## config.mk

```make
export PLATFORM = sky130hd
export DESIGN_NAME = hazard_ctrl
export DESIGN_NICKNAME = d
export VERILOG_FILES = /design/src/rtl/hazard_ctrl.sv
export SDC_FILE = /design/constraint.sdc
export NUM_CORES = 1
export LEC_CHECK = 0
export CAP_MARGIN = 15
export CORE_UTILIZATION = 48
export CTS_BUF_LIST = sky130_fd_sc_hd__clkbuf_8 sky130_fd_sc_hd__clkbuf_16
export CTS_CLUSTER_DIAMETER = 100
export DETAILED_ROUTE_END_ITERATION = 8
export PLACE_DENSITY = 0.88
export SLEW_MARGIN = 20
export SYNTH_ARGS = -nofsm -noshare
export SYNTH_HDL_FRONTEND = slang
export SYNTH_SLANG_ARGS = --single-unit
```

## constraint.sdc

```tcl
create_clock -name clk -period 2.8 [get_ports clk]
set_clock_uncertainty 0.05 [all_clocks]
set_input_delay 0.42 -clock clk [delete_from_list [all_inputs] [get_ports clk]]
set_output_delay 0.42 -clock clk [all_outputs]
set_load 0.05 [all_outputs]
```

## src/rtl/hazard_ctrl.sv

```systemverilog
// rtl/hazard_ctrl.sv - pipeline interlock: stall/bubble/flush control from tracked ex/mem writers
module hazard_ctrl (
    input  logic        clk,
    input  logic        rst,
    input  logic        ID_vld,
    input  logic [4:0]  ID_rs1,
    input  logic [4:0]  ID_rs2,
    input  logic        ID_rs1_used,
    input  logic        ID_rs2_used,
    input  logic [4:0]  ID_rd,
    input  logic [1:0]  ID_mem_cmd,
    input  logic        EX_flush,
    output logic        HZ_stall,
    output logic        HZ_bubble,
    output logic        HZ_flush_ifid,
    output logic [15:0] HZ_stall_cnt
);

    typedef struct packed {
        logic       wen;
        logic [4:0] rd;
    } wr_entry_t;

    localparam logic [1:0] MEM_STORE = 2'b10;

    wr_entry_t ex_q;
    wr_entry_t mem_q;
    wr_entry_t ex_d;
    wr_entry_t id_entry;

    logic id_writer;
    logic rs1_hit;
    logic rs2_hit;
    logic hazard;

    // No forwarding network: any in-flight writer of a read source blocks ID.
    function automatic logic src_hit(input logic used, input logic [4:0] rs,
                                     input wr_entry_t a, input wr_entry_t b);
        return used && (rs != 5'd0) &&
               ((a.wen && (a.rd == rs)) || (b.wen && (b.rd == rs)));
    endfunction

    always_comb begin
        id_writer   = ID_vld && (ID_rd != 5'd0) && (ID_mem_cmd != MEM_STORE);
        id_entry    = '0;
        if (id_writer) begin
            id_entry.wen = 1'b1;
            id_entry.rd  = ID_rd;
        end
        rs1_hit = src_hit(ID_rs1_used, ID_rs1, ex_q, mem_q);
        rs2_hit = src_hit(ID_rs2_used, ID_rs2, ex_q, mem_q);
        hazard  = ID_vld && (rs1_hit || rs2_hit);
    end

    always_comb begin
        HZ_stall      = 1'b0;
        HZ_bubble     = 1'b0;
        HZ_flush_ifid = 1'b0;
        if (!rst) begin
            if (EX_flush) begin
                HZ_bubble     = 1'b1;
                HZ_flush_ifid = 1'b1;
            end else begin
                HZ_stall  = hazard;
                HZ_bubble = hazard;
            end
        end
    end

    // A stalled or flushed slot enters EX as a bubble, so it never writes.
    always_comb begin
        ex_d = '0;
        if (ID_vld && !HZ_stall && !EX_flush) begin
            ex_d = id_entry;
        end
    end

    always_ff @(posedge clk) begin
        if (rst) begin
            ex_q  <= '0;
            mem_q <= '0;
        end else begin
            mem_q <= ex_q;
            ex_q  <= ex_d;
        end
    end

    always_ff @(posedge clk) begin
        if (rst) begin
            HZ_stall_cnt <= 16'd0;
        end else if (HZ_stall && (HZ_stall_cnt != 16'hFFFF)) begin
            HZ_stall_cnt <= HZ_stall_cnt + 16'd1;
        end
    end

endmodule

```

Word-level counts from Yosys, hierarchy flattened
Index checks and enable logic that the tools add are counted.
Word-level totals
  bits in registers: 28
  output and inout port bits: 19
Cells by class
  reductions and logical operators: 24
  add/subtract/negate cells: 1
  bitwise gates (word level): 2
  mux-type cells: 7
  eq/ne operators: 6
Operator list (count)
  $eq A5 B5 Y1: 4
  $add A16 B1 Y16 const B: 1
  $ne A16 B16 Y1 const B: 1
  $reduce_bool A5 Y1: 3
  $logic_and A1 B1 Y1: 14
  $mux W1: 6
  $mux W6: 1
  $logic_or A1 B1 Y1: 3
  $reduce_or A3 Y1: 1
  $logic_not A1 Y1: 2
  $ne A2 B2 Y1 const B: 1
  $not A1 Y1: 2
  $reduce_or A2 Y1: 1

Longest topological paths before layout
  depth after elaboration: 13
  depth in mapped cells: 8
  depth with buffers taken out: 6

Worst setup path before layout
Ideal clock, no wire load.
  path kind: input port to output port
  from: in ID_rs2[4]
  to: out HZ_stall
  slack: 0.150 ns
  buffers on the path: 2
  arrival: 2.180 ns
  stages: 7
  data required time: 2.330 ns
  cells stage by stage: xor2_1 nor4_2 a32oi_1 o22a_2 buf_6 buf_2 nor2_1
Between the ends
  longest elaborated chain between the ends: 8
Ends and longest elaborated chain
  from (decl): RTL line 7  | input logic [4:0] ID_rs2,
  $eq A5 B5 Y1: RTL line 40  | ((a.wen && (a.rd == rs)) || (b.wen && (b.rd == rs)));
  $logic_and A1 B1 Y1: RTL line 40
  $logic_or A1 B1 Y1: RTL line 40
  $logic_and A1 B1 Y1 *: RTL line 39  | return used && (rs != 5'd0) &&
  $logic_or A1 B1 Y1 *: RTL line 52  | hazard = ID_vld && (rs1_hit || rs2_hit);
  $logic_and A1 B1 Y1 *: RTL line 52
  $mux W1 *: RTL line 60  | if (EX_flush) begin
  $mux W1 *: RTL line 59  | if (!rst) begin
  to (decl): RTL line 13  | output logic HZ_stall,
Mark *: on every way between the ends. The rest lies on a longest branch, timed or not.

Final worst setup path
  from: in ID_rs2[1]
  to: out HZ_bubble
Between the ends
  longest elaborated chain between the ends: 8
Ends and longest elaborated chain
  $eq A5 B5 Y1: RTL line 40
  $logic_and A1 B1 Y1: RTL line 40
  $logic_or A1 B1 Y1: RTL line 40
  $logic_and A1 B1 Y1 *: RTL line 39
  $logic_or A1 B1 Y1 *: RTL line 52
  $logic_and A1 B1 Y1 *: RTL line 52
  $mux W1 *: RTL line 60
  $mux W1 *: RTL line 59
  to (decl): RTL line 14  | output logic HZ_bubble,
Marked as above.

==> flow_metrics.py <==
metrics = {
    "global_route": {
        "antenna_found_initial": 0,
        "globalRouteOverflowTotal": 0,
        "grt_pass1_wl_um": 5870,
        "gr-usage-met2_pct": 35.3,
        "grt_pass1_vias": 1322,
        "grt_max_degree": 30,
        "grt_usage_pct": 22.1,
        "met3_usage_pct": 2.86,
        "met1_usage_pct": 30.8,
        "busiest_layer": "met2",
    },
    "cts": {
        "postCtsHoldBufs": 0,
        "clk_pin_slew_ns": 0.09,
        "cts_max_level": 1,
        "clkSinkCount": 28,
        "cts_root_buf": "clkbuf_8",
        "clock_latency_ns": 0.27,
        "cts_tree": "built",
        "cts_buffers": 3,
        "clockBufferDepth": 2,
    },
    "yosys": {
        "synth_top_area_cell": "dfxtp_1",
        "avgSynthCellArea_um2": 9.02,
        "ys_ff_latch": 28,
        "synth_cell_types": 36,
        "netlist.area_leader.share_pct": 36.3,
        "synth_nets": 195,
        "synth_area_leaders": "dfxtp_1 (36%), xor2_1 (9.1%), or4_1 (5.8%)",
        "ys_seq_area_share_pct": 36.3,
        "netlist_instances": 171,
        "synth_area_um2": 1540,
        "ys_warn_count": 0,
    },
    "routing": {
        "drtIter0Drc": 58,
        "post_drt_wl_per_cell_um": 13.5,
        "via_count": 1438,
        "ant_nets": 0,
        "first_pass_iters": 4,
        "vias_per_cell": 5.57,
        "drt_drc_violations_left": 0,
        "routed_wl_um": 3480,
    },
    "critical_path": {
        "worstSetupPathType": "in2out",
        "cp-end-kind": "primary output",
        "reg2reg_to": "HZ_stall_cnt[12]",
        "cp_data_arrival_time_ns": 2.20,
        "r2r_slack_ns": 0.56,
        "crit_fanout": 3,
        "r2r_start": "ex_q[4]",
        "worst_ep_required_time_ns": 2.33,
        "crit_path_start_kind": "input port",
        "rr_worst_depth": 7,
    },
    "flow_run": {
        "cap_violations": 0,
    },
    "final_layout": {
        "layout_common_cells": "clkdlybuf4s50_1 (38), dfxtp_1 (28), xor2_1 (16)",
        "nets": 239,
        "layout-drive-gt1-share_pct": 10.7,
        "diodes": 0,
        "area_growth_pct": 35.8,
        "layout_commonest_cell": "clkdlybuf4s50_1",
        "fillers": 268,
    },
    "timing": {
        "worst_slew_pin_slew_ns": 0.494,
        "tns_ns": 0,
        "max-slew-margin-rel_pct": 66.9,
        "setup_viol": 0,
        "final.period_utilization_pct": 95.3,
        "period_minus_slack_ns": 2.67,
        "setup_slack_ns": 0.132,
        "fmax_mhz": 375,
        "maxSlewViolCount": 0,
        "hold_violations": 0,
        "rsz0062_at_grt": "no",
    },
    "placement": {
        "place.gp.congestion": 0.859,
        "hpwl_um": 2630,
        "post-place-ws_ns": 0.0320,
        "io_buffers": 41,
    },
    "worst_hold_path": {
        "hold_path_class": "reg2reg",
        "min_path_cells": 1,
        "worstHoldStart": "ex_q[5]",
        "holdPathEnd": "mem_q[5]",
    },
    "floorplanning": {
        "die_h_um": 58.7,
        "start_util_pct": 50.5,
        "core-area_um2": 3050,
        "pin_count": 42,
        "std_cell_rows": 20,
        "die_area_um2": 3440,
        "die_w_um": 58.7,
    },
    "pwr": {
        "peakVddDrop_mv": 0.231,
        "power.leakage_nw": 0.789,
        "p_per_area_nw_per_um2": 356,
    },
    "outcome": {
        "status": "finished clean",
    },
}
[per-layer routing]
layer	up-vias	share of wire (%)
li1	715	-
met3	6	4.6
met4	0	0.98
met2	38	47
met5	-	0
met1	679	48
[metrics by stage]
step                instances  total power (W)  area, um^2  utilization [%]  hold WS, ns
finish                    258         0.000746        2100             68.6        0.457
global route              258         0.000775        2100             68.6        0.479
CTS                       258         0.000747        2080             68.1        0.447
detailed placement        254         0.000506        2020             66.3        0.436
global placement          254         0.000504        2020             66.3        0.426
floorplan                 171         0.000456        1540                -        0.394
[cell type report]
type | count | area (um^2) | share of cell area [%]
well taps | 44 | 55.1 | 2.63
flip-flops and latches | 28 | 561 | 26.7
inverters | 2 | 7.51 | 0.358
clock buffers | 4 | 55.1 | 2.63
multi-input cells | 133 | 945 | 45.1
repair buffers | 47 | 473 | 22.6
[synth_stat cells, drive strengths merged]
master and n:
dfxtp 28, xor2 16, a21oi 13, and3 12, nand3 12, nor2b 12
or4 12, o31ai 9, nor2 8, mux2 5, nor4 5, buf 4
clkbuf 4, o21ai 4, xnor2 4, nor3 3, a32oi 2, and2 2
inv 2, nand2 2, or3 2, a31o 1, ha 1, nand2b 1
nand4 1, nor3b 1, o211a 1, o22a 1, o22ai 1, or2 1
or3b 1
[power by group]
part | internal (W) | switching [W]
combinational | 0.0000501 | 0.0000435
sequential | 0.000401 | 0.00000351
clock | 0.000126 | 0.000122
[state kept, by name, indices dropped and copies added (netlist names)]
| signal | count |
|---|---|
| HZ_stall_cnt | 16 |
| ex_q | 6 |
| mem_q | 6 |
[kinds of logic after synthesis]
| family | count (synthesis) | share of synthesized area (%) |
|---|---|---|
| mux | 5 | 3.65 |
| simple gates | 75 | 30.5 |
| flops | 28 | 36.3 |
| fa+ha+maj | 1 | 0.811 |
| buf+inv | 10 | 3.49 |
| xor+xnor | 20 | 11.4 |
| compound gates | 32 | 13.9 |
[worst max-delay path by stage]
stage / from / endpoint / slack (ns) / cells past startpoint
6_report: ID_rs2[1] / HZ_bubble / 0.13 / 7
5_1_grt: ID_rs2[1] / HZ_bubble / 0.05 / 7
4_1_cts: ID_rs1[1] / HZ_bubble / 0.05 / 7
3_5_place_dp: ID_rs1[1] / HZ_stall_cnt[3] / 0.03 / 8
3_3_place_gp: ID_rs2[0] / HZ_stall_cnt[14] / 0.06 / 8
2_1_floorplan: ID_rs2[4] / HZ_stall / 0.15 / 7
[timing repair]
| item | CTS | global route |
|---|---|---|
| setup endpoints to repair | 0 | 2 |
| gates resized for setup | 0 | 4 |
| buffers inserted | 0 | 0 |
[worst max-delay path, cell delays in order]
cell	delay [ns]
clkdlybuf4s50_1	0.47
or4_1	0.55
o21ai_1	0.21
o22ai_2	0.14
a21oi_2	0.16
nor2_1	0.06
buf_4	0.20
(Power assumes the default switching activity.)
